`src/rtl/ddr_sdram_bank_sched.sv`:
```
// SDRAM command scheduler: power-up init, per-bank open-row tracking, periodic
// refresh and one outstanding read/write. All command pins are registered.
module ddr_sdram_bank_sched #(
  parameter int ROW_W   = 12,
  parameter int COL_W   = 9,
  parameter int BANK_W  = 2,
  parameter int T_INIT  = 200,
  parameter int T_RP    = 3,
  parameter int T_RCD   = 3,
  parameter int T_RFC   = 10,
  parameter int T_GAP   = 4,
  parameter int CL      = 3,
  parameter int REF_INT = 780,
  parameter logic [ROW_W-1:0] MODE_REG = 12'h033
) (
  input  logic                          CLK,
  input  logic                          RESET_N,
  input  logic                          REQ_VALID,
  output logic                          REQ_READY,
  input  logic                          REQ_WR,
  input  logic [BANK_W+ROW_W+COL_W-1:0] REQ_ADDR,
  output logic [ROW_W-1:0]              SA,
  output logic [BANK_W-1:0]             BA,
  output logic                          CS_N,
  output logic                          RAS_N,
  output logic                          CAS_N,
  output logic                          WE_N,
  output logic                          CKE,
  output logic                          WR_STB,
  output logic                          RD_STB,
  output logic                          INIT_DONE
);

  localparam int NB    = 1 << BANK_W;
  localparam int CNT_W = 16;
  localparam int REF_W = $clog2(REF_INT);

  localparam logic [3:0] S_INIT_WAIT = 4'd0,  S_INIT_PRE = 4'd1, S_INIT_REF1 = 4'd2,
                         S_INIT_REF2 = 4'd3,  S_INIT_LMR = 4'd4, S_IDLE      = 4'd5,
                         S_PRE       = 4'd6,  S_ACT      = 4'd7, S_RW        = 4'd8,
                         S_GAP       = 4'd9,  S_REF_PRE  = 4'd10, S_REF      = 4'd11;

  // {CS_N, RAS_N, CAS_N, WE_N}
  localparam logic [3:0] CMD_NOP = 4'b1111, CMD_ACT = 4'b0011, CMD_READ = 4'b0101,
                         CMD_WRITE = 4'b0100, CMD_PRE = 4'b0010, CMD_REF = 4'b0001,
                         CMD_LMR = 4'b0000;

  localparam logic [ROW_W-1:0] SA_ALL = ROW_W'(1'b1) << 10;

  logic [3:0]        state_r, state_s;
  logic [CNT_W-1:0]  cnt_r, cnt_s;
  logic              cnt_zero_s;
  logic [3:0]        cmd_r, cmd_s;
  logic [ROW_W-1:0]  sa_r, sa_s;
  logic [BANK_W-1:0] ba_r, ba_s;
  logic              cke_r, ready_r, ready_s, init_done_r, init_done_s, wr_stb_r;
  logic              pend_r, pend_s, pend_clr_s, ref_term_s;
  logic [REF_W-1:0]  ref_cnt_r;
  logic [CL-1:0]     rd_pipe_r;
  logic [NB-1:0]     valid_r;
  logic [ROW_W-1:0]  open_row_r [NB];
  logic              tbl_set_s, tbl_clr_s, tbl_clr_all_s, accept_s;
  logic [BANK_W-1:0] tbl_bank_s, bank_r, req_bank_s;
  logic [ROW_W-1:0]  tbl_row_s, row_r, req_row_s;
  logic [COL_W-1:0]  col_r, req_col_s;
  logic              wr_r;

  function automatic logic [3:0] rw_cmd(input logic wr);
    return wr ? CMD_WRITE : CMD_READ;
  endfunction

  assign req_bank_s = REQ_ADDR[BANK_W+ROW_W+COL_W-1 -: BANK_W];
  assign req_row_s  = REQ_ADDR[ROW_W+COL_W-1 -: ROW_W];
  assign req_col_s  = REQ_ADDR[COL_W-1:0];
  assign cnt_zero_s = (cnt_r == '0);
  assign ref_term_s = init_done_r && (ref_cnt_r == REF_W'(REF_INT - 1));

  // Next state, next command and open-row table updates
  always_comb begin
    state_s = state_r;  cnt_s = cnt_r;  cmd_s = CMD_NOP;  sa_s = '0;  ba_s = '0;
    accept_s = 1'b0;  tbl_set_s = 1'b0;  tbl_clr_s = 1'b0;  tbl_clr_all_s = 1'b0;
    tbl_bank_s = bank_r;  tbl_row_s = row_r;  pend_clr_s = 1'b0;
    case (state_r)
      S_INIT_WAIT:
        if (cnt_zero_s) begin
          state_s = S_INIT_PRE;  cmd_s = CMD_PRE;  sa_s = SA_ALL;  cnt_s = CNT_W'(T_RP - 1);
        end else cnt_s = cnt_r - CNT_W'(1);
      S_INIT_PRE:
        if (cnt_zero_s) begin
          state_s = S_INIT_REF1;  cmd_s = CMD_REF;  cnt_s = CNT_W'(T_RFC - 1);
        end else cnt_s = cnt_r - CNT_W'(1);
      S_INIT_REF1:
        if (cnt_zero_s) begin
          state_s = S_INIT_REF2;  cmd_s = CMD_REF;  cnt_s = CNT_W'(T_RFC - 1);
        end else cnt_s = cnt_r - CNT_W'(1);
      S_INIT_REF2:
        if (cnt_zero_s) begin
          state_s = S_INIT_LMR;  cmd_s = CMD_LMR;  sa_s = MODE_REG;  cnt_s = CNT_W'(1);
        end else cnt_s = cnt_r - CNT_W'(1);
      S_INIT_LMR:
        if (cnt_zero_s) state_s = S_IDLE;
        else cnt_s = cnt_r - CNT_W'(1);
      S_IDLE:
        // Refresh wins over a request arriving in the same cycle
        if (pend_r) begin
          if (|valid_r) begin
            state_s = S_REF_PRE;  cmd_s = CMD_PRE;  sa_s = SA_ALL;  cnt_s = CNT_W'(T_RP - 1);
          end else begin
            state_s = S_REF;  cmd_s = CMD_REF;  cnt_s = CNT_W'(T_RFC - 1);
          end
        end else if (REQ_VALID && ready_r) begin
          accept_s = 1'b1;  tbl_bank_s = req_bank_s;  tbl_row_s = req_row_s;  ba_s = req_bank_s;
          if (valid_r[req_bank_s] && open_row_r[req_bank_s] == req_row_s) begin
            state_s = S_RW;  cmd_s = rw_cmd(REQ_WR);  sa_s = ROW_W'(req_col_s);
            cnt_s = CNT_W'(T_GAP - 1);
          end else if (valid_r[req_bank_s]) begin
            state_s = S_PRE;  cmd_s = CMD_PRE;  tbl_clr_s = 1'b1;  cnt_s = CNT_W'(T_RP - 1);
          end else begin
            state_s = S_ACT;  cmd_s = CMD_ACT;  sa_s = req_row_s;  tbl_set_s = 1'b1;
            cnt_s = CNT_W'(T_RCD - 1);
          end
        end else state_s = S_IDLE;
      S_PRE:
        if (cnt_zero_s) begin
          state_s = S_ACT;  cmd_s = CMD_ACT;  ba_s = bank_r;  sa_s = row_r;  tbl_set_s = 1'b1;
          cnt_s = CNT_W'(T_RCD - 1);
        end else cnt_s = cnt_r - CNT_W'(1);
      S_ACT:
        if (cnt_zero_s) begin
          state_s = S_RW;  cmd_s = rw_cmd(wr_r);  ba_s = bank_r;  sa_s = ROW_W'(col_r);
          cnt_s = CNT_W'(T_GAP - 1);
        end else cnt_s = cnt_r - CNT_W'(1);
      S_RW: begin
        state_s = S_GAP;  cnt_s = cnt_r - CNT_W'(1);
      end
      S_GAP:
        if (cnt_zero_s) state_s = S_IDLE;
        else cnt_s = cnt_r - CNT_W'(1);
      S_REF_PRE:
        if (cnt_zero_s) begin
          state_s = S_REF;  cmd_s = CMD_REF;  cnt_s = CNT_W'(T_RFC - 1);
        end else cnt_s = cnt_r - CNT_W'(1);
      S_REF:
        if (cnt_zero_s) begin
          state_s = S_IDLE;  tbl_clr_all_s = 1'b1;  pend_clr_s = 1'b1;
        end else cnt_s = cnt_r - CNT_W'(1);
      default: begin
        state_s = S_INIT_WAIT;  cnt_s = CNT_W'(T_INIT - 1);
      end
    endcase

    init_done_s = init_done_r || (state_s == S_IDLE);
    if (ref_term_s) pend_s = 1'b1;
    else if (pend_clr_s) pend_s = 1'b0;
    else pend_s = pend_r;
    ready_s = (state_s == S_IDLE) && init_done_s && !pend_s;
  end

  // Control state, registered command pins, refresh timer and read-strobe pipe
  always_ff @(posedge CLK or negedge RESET_N) begin
    if (!RESET_N) begin
      state_r <= S_INIT_WAIT;  cnt_r <= CNT_W'(T_INIT - 1);  cmd_r <= CMD_NOP;
      sa_r <= '0;  ba_r <= '0;  cke_r <= 1'b0;  ready_r <= 1'b0;  init_done_r <= 1'b0;
      wr_stb_r <= 1'b0;  pend_r <= 1'b0;  ref_cnt_r <= '0;  rd_pipe_r <= '0;
    end else begin
      state_r <= state_s;  cnt_r <= cnt_s;  cmd_r <= cmd_s;  sa_r <= sa_s;  ba_r <= ba_s;
      cke_r <= (state_s != S_INIT_WAIT);
      ready_r <= ready_s;  init_done_r <= init_done_s;  pend_r <= pend_s;
      wr_stb_r <= (cmd_s == CMD_WRITE);
      rd_pipe_r <= (rd_pipe_r << 1) | CL'(cmd_r == CMD_READ);
      if (init_done_r) ref_cnt_r <= ref_term_s ? '0 : ref_cnt_r + REF_W'(1);
    end
  end

  // Open-row table and latched request fields
  always_ff @(posedge CLK or negedge RESET_N) begin
    if (!RESET_N) begin
      valid_r <= '0;  open_row_r <= '{default: '0};
      bank_r <= '0;  row_r <= '0;  col_r <= '0;  wr_r <= 1'b0;
    end else begin
      if (tbl_clr_all_s) valid_r <= '0;
      else if (tbl_set_s) begin
        valid_r[tbl_bank_s] <= 1'b1;  open_row_r[tbl_bank_s] <= tbl_row_s;
      end else if (tbl_clr_s) valid_r[tbl_bank_s] <= 1'b0;
      if (accept_s) begin
        bank_r <= req_bank_s;  row_r <= req_row_s;  col_r <= req_col_s;  wr_r <= REQ_WR;
      end
    end
  end

  assign {CS_N, RAS_N, CAS_N, WE_N} = cmd_r;
  assign SA        = sa_r;
  assign BA        = ba_r;
  assign CKE       = cke_r;
  assign REQ_READY = ready_r;
  assign INIT_DONE = init_done_r;
  assign WR_STB    = wr_stb_r;
  assign RD_STB    = rd_pipe_r[CL-1];

endmodule

```
`config.mk`:
```
export PLATFORM = sky130hd
export DESIGN_NAME = ddr_sdram_bank_sched
export DESIGN_NICKNAME = d
export VERILOG_FILES = /design/src/rtl/ddr_sdram_bank_sched.sv
export SDC_FILE = /design/constraint.sdc
export NUM_CORES = 1
export LEC_CHECK = 0
export CORE_MARGIN = 1
export CORE_UTILIZATION = 58
export DETAILED_ROUTE_END_ITERATION = 10
export GPL_TIMING_DRIVEN = 0
export HOLD_SLACK_MARGIN = 0.06
export PLACE_DENSITY = 0.87
export SLEW_MARGIN = 10
export SYNTH_ARGS = -nofsm -noshare
export SYNTH_HDL_FRONTEND = slang
export SYNTH_SLANG_ARGS = --single-unit
```
`constraint.sdc`:
```
create_clock -name CLK -period 3.1 [get_ports CLK]
set_input_delay 0.62 -clock CLK [delete_from_list [all_inputs] [get_ports CLK]]
set_output_delay 0.62 -clock CLK [all_outputs]
set_load 0.005 [all_outputs]
```
---- Word level (Yosys, flattened, before mapping) ----
Cells that the tools add are included.
word-level totals
  register bits after elaboration ......... 132
  input bits .............................. 27
  output and inout port bits .............. 23
  logic and storage cells ................. 162
cells by class
  $add $sub $neg .......................... 2
  order comparisons ....................... 6
  eq/ne operators ......................... 18
  multiplexer cells ....................... 88
  bitwise gates (word level) .............. 7
  reductions and logical operators ........ 20
operators with widths
  operator                 count
  $mux W12                 11
  $mux W16                 7
  $pmux W16 S7             1
  $mux W4                  22
  $pmux W12 S5             1
  $bwmux W48               1
  $pmux W4 S10             1
  $eq A4 B3 Y1 const B     7
  $bmux W12 S2             1
  $demux W12 S2            1
  $mux W1                  24
  $pmux W4 S6              1
  $mux W11                 2
  $eq A4 B4 Y1 const B     4
  $logic_not A16 Y1        1
  $sub A16 B1 Y16 const B  1
  $mux W2                  7
  $eq A12 B12 Y1           1
  $add A10 B1 Y10 const B  1
  $eq A10 B10 Y1 const B   1
  $mux W10                 1
  $mux W9                  1
  $eq A4 B2 Y1 const B     2
  $logic_and A1 B1 Y1      7
  28 further kinds         34

---- Longest topological paths before layout ----
  depth in word-level cells ............... 14
  gate-level depth with buffers ........... 12
  gate-level depth less buffers ........... 9

---- Worst setup path before layout ----
Ideal clock, no wire load.
  kind .................................... input -> register
  from .................................... in REQ_ADDR[21]
  to ...................................... reg cnt_r[8]
  arrival ................................. 2.887 ns
  required time ........................... 2.970 ns
  slack ................................... 0.083 ns
  stages on the path ...................... 11
  buffers on the path ..................... 4
  cell sequence ........................... clkbuf_1 -> buf_4 -> mux4_2 -> xnor2_1 -> nand4_1 -> nor4_1 -> o21a_1 -> buf_2 -> buf_2 -> o32ai_1 -> o2bb2ai_1
RTL lines
  element               line  RTL
  from (decl)           21    input logic [BANK_W+ROW_W+COL_W-1:0] REQ_ADDR,
  to (signal assigned)  166   state_r <= state_s; cnt_r <= cnt_s; cmd_r <= cmd_s; sa_r <= sa_s; ba_r <= ba_s;
  to (decl)             51    logic [CNT_W-1:0] cnt_r, cnt_s;

---- Worst setup path after layout ----
  from .................................... reg cnt_r[0]
  to ...................................... reg open_row_r[27] (netlist bit)
on the way
  word-level cells in the longest chain between the ends .. 5
ends and longest elaborated chain
  element                                 line      RTL
  $logic_not A16 Y1 (*)                   75        assign cnt_zero_s = (cnt_r == '0);
  $mux W1 (*)                             124, 144
  $mux W1                                 83        case (state_r)
  $not A1 Y1 (no source line)             --
  $reduce_and A2 Y1 (no source line) (*)  --
  to (signal assigned)                    178       valid_r <= '0; open_row_r <= '{default: '0};
  to (signal, indexed assignment)         183       valid_r[tbl_bank_s] <= 1'b1; open_row_r[tbl_bank_s] <= tbl_row_s;
  to (decl)                               61        logic [ROW_W-1:0] open_row_r [NB];
Mark *: on every way between the ends. The rest lies on a longest branch, timed or not.
A chain may end at the register's enable or synchronous reset.

==> impl_metrics.py <==
metrics = {
    "global_route": {
        "grt_pass1_vias": 5514,
        "grt_pass1_wl_um": 27600,
        "grtUsageTotal_pct": 31.9,
        "antenna_found_initial": 0,
        "grt_max_degree": 87,
        "overflow": 0,
    },
    "worst_setup_path": {
        "r2r_cells": 10,
        "cp_max_fo": 10,
        "crit_type": "flop to flop",
        "crit_chain": "inv_2 > ha_1 > or3b_4 > or4_1 > buf_6 > nor3_4 > nor2_4 > nor3_4 > clkbuf_4 > a21oi_1",
        "r2r-end": "open_row_r[27]",
        "rr_startpoint": "cnt_r[0]",
        "cp_slowest_cell": "or4_1",
        "cp_num_buf_inv": 3,
        "startpoint_type": "flop",
        "ff2ff_setup_slack_ps": 60,
        "crit_path_end_kind": "flop",
        "max_stage_delay_ps": 530,
        "path_delay_family": "simple AND/OR/NAND/NOR gates",
        "cp_common_cell": "nor3_4",
        "cp.required_ps": 3490,
        "arrival_ps": 3430,
    },
    "sta": {
        "fmax_mhz": 329,
        "clock_skew_ps": 11.4,
        "layout_min_cycle_time_ps": 3040,
        "maxSlewHeadroom_pct": 56.7,
        "rsz0062_at_grt": "yes",
        "finalMaxSlewViolations": 0,
        "hold_violations": 0,
        "worst_pin_slew_ps": 641,
        "holdWs_ps": 358,
        "period_share_pct": 98.0,
        "finalSetupViolations": 0,
    },
    "detailed_routing": {
        "vias": 5514,
        "drt_pass1_iterations": 6,
        "drtIter0Drc": 645,
        "ant_nets": 0,
        "route.detailed.drc": 0,
        "routed_via_density": 6.30,
        "wl_per_cell_um": 19.4,
        "wl_um": 17000,
    },
    "die": {
        "die_y_um": 107,
        "die_w_um": 107,
        "start_util_pct": 59.5,
        "core-area_um2": 10800,
        "io_pins": 50,
        "rows": 38,
        "dieArea_um2": 11500,
    },
    "layout": {
        "postLayoutCoreUtil_pct": 73.2,
        "final_nets": 752,
        "antenna_cells": 0,
        "fillers": 706,
        "final_layout_size_suffix_gt1_share_pct": 15.4,
        "syn_to_final_growth_pct": 23.1,
    },
    "min_path": {
        "min_path_type": "flop to flop",
        "hold_path_depth": 0,
        "hp-start": "rd_pipe_r[1]",
        "hold-path-endpoint": "rd_pipe_r[2]",
    },
    "power": {
        "leakage_nw": 3.69,
        "peakVddDrop_mv": 0.470,
        "p_per_area_nw_per_um2": 498,
    },
    "placement": {
        "place.port_buffers": 48,
        "gp_congestion": 0.994,
        "dp_hpwl_um": 11500,
    },
    "synthesis": {
        "synthesis.nets": 676,
        "synthFlopType": "dfrtp_1",
        "synth_area_um2": 6420,
        "synthArstFlopShare_pct": 100,
        "yosys_register_bits": 132,
        "ys_warn_count": 0,
        "synth_seq_area_share_pct": 51.6,
        "syn_inst": 646,
        "synth_edf_count": 0,
        "synth.avg_cell_area_um2": 9.94,
        "ys_types": 62,
    },
    "clock_network": {
        "cts.clk_slew.worst_paths_ps": 60,
        "clock_latency_ps": 540,
        "htree_levels": 4,
        "clock-sinks": 132,
        "clock_path_buffers": 2,
        "clock-root-buffer": "clkbuf_8",
        "cts_tree": "yes",
        "numCtsBuffers": 17,
    },
    "run_status": {
        "outcome": "complete, no violations",
    },
    "job": {
        "cap_violations": 0,
    },
}
worst max path at each step:
stage,startpoint,endpoint,cells after the start
final,cnt_r[0],open_row_r[27],10
after global routing,REQ_ADDR[21],cnt_r[13],11
after CTS,cnt_r[0],open_row_r[3],12
after detailed placement,REQ_ADDR[22],cnt_r[13],11
after global placement,RESET_N,open_row_r[23],1
after floorplan,REQ_ADDR[21],cnt_r[8],11
repair_timing:
action / in CTS / in global routing
setup buffers: 1 / 7
setup endpoints to repair: 80 / 75
hold buffers: 1 / 0
cloned: 0 / 0
endpoints found under the hold margin: 41 / 0
resized for setup: 19 / 19
pin swaps: 1 / 5
registers in the layout, summed over array words and instances, names as in the netlist, 9 cells and up:
name        cells
open_row_r     48
row_r          12
col_r           9
ref_cnt_r      10
cnt_r          16
SA             12
where the power goes:
part           switching, mW  internal, mW
Combinational         0.0622        0.0480
Sequential                 0          1.72
Clock                  0.784          1.32
cell type report:
class / instances / area (um^2) / share of cell area, %
sequential: 132 / 3310 / 41.9
buffer: 36 / 213 / 2.69
tap: 140 / 175 / 2.22
clock buffer: 19 / 422 / 5.33
multi-input combinational: 451 / 2900 / 36.7
clock inverter: 13 / 198 / 2.50
timing repair buffer: 59 / 587 / 7.42
inverter: 25 / 93.8 / 1.19
layout by cell type (no fill, tap or decap), drive strengths merged, types with 9 or more instances in the layout:
cell type      instances
a21oi                 59
buf                   24
clkbuf                42
clkdlybuf4s50         46
dfrtp                123
dfstp                  9
inv                   27
mux2i                 12
mux4                  13
nand2                 82
nand4                  9
nor2                  70
nor3                  21
o21ai                 50
o2bb2ai               13
xnor2                 17
per-layer routing:
layer  share of wire (%)  GRT usage (%)
met5                   0              0
met4                 2.6           15.7
met3                 8.2           6.57
met2                  50           51.3
met1                  39           41.3
logic make-up (layout without fill, tap and decap cells):
| kind of cell | Yosys count | count (layout) | share of synthesized area, % |
|---|---|---|---|
| AO/OA/AOI/OAI | 169 | 169 | 16.5 |
| buffers and inverters | 63 | 152 | 4.15 |
| multiplexers | 28 | 28 | 6.96 |
| AND/OR/NAND/NOR | 230 | 230 | 17.3 |
| flip-flops | 132 | 132 | 51.6 |
| XOR/XNOR | 21 | 21 | 2.86 |
| adder cells (fa/ha/maj) | 3 | 3 | 0.585 |
synth_stat cells, types with 3 or more instances:
cell type | count | area [um^2]
dfstp_2 | 9 | 236
dfrtp_1 | 123 | 3080
nor3_4 | 3 | 48.8
nand2_1 | 82 | 308
a31oi_1 | 3 | 18.8
o211ai_1 | 4 | 30.0
o21ai_0 | 37 | 185
nor2_1 | 69 | 259
o21ai_1 | 4 | 20.0
a22o_1 | 7 | 61.3
buf_2 | 9 | 45.0
mux2_2 | 3 | 33.8
o22ai_1 | 6 | 37.5
o21ai_2 | 9 | 78.8
xnor2_1 | 17 | 149
nand4_1 | 9 | 56.3
nand2b_1 | 4 | 25.0
mux4_2 | 13 | 293
o31ai_1 | 4 | 30.0
or3_1 | 8 | 50.1
o2bb2ai_1 | 13 | 114
and2_1 | 4 | 25.0
a22oi_1 | 4 | 30.0
mux2i_1 | 12 | 120
xor2_1 | 4 | 35.0
nor3_1 | 17 | 85.1
ha_1 | 3 | 37.5
nand3_1 | 7 | 35.0
inv_1 | 24 | 90.1
nor4_1 | 4 | 25.0
clkbuf_1 | 25 | 93.8
or4_1 | 6 | 45.0
a21oi_1 | 59 | 295
through the flow:
step | TNS [ps] | instance area [um^2] | cells | power (mW) | worst slack, ps
global placement | -481520 | 7080 | 834 | 1.86 | -3450
floorplan | 0 | 6420 | 646 | 1.78 | 83.1
global route | -173 | 7900 | 875 | 4.06 | -37.0
finish | 0 | 7900 | 875 | 3.94 | 63.3
CTS | 0 | 7820 | 870 | 3.96 | 9.13
detailed placement | -49350 | 7120 | 836 | 1.86 | -859
(Power assumes the default switching activity.)
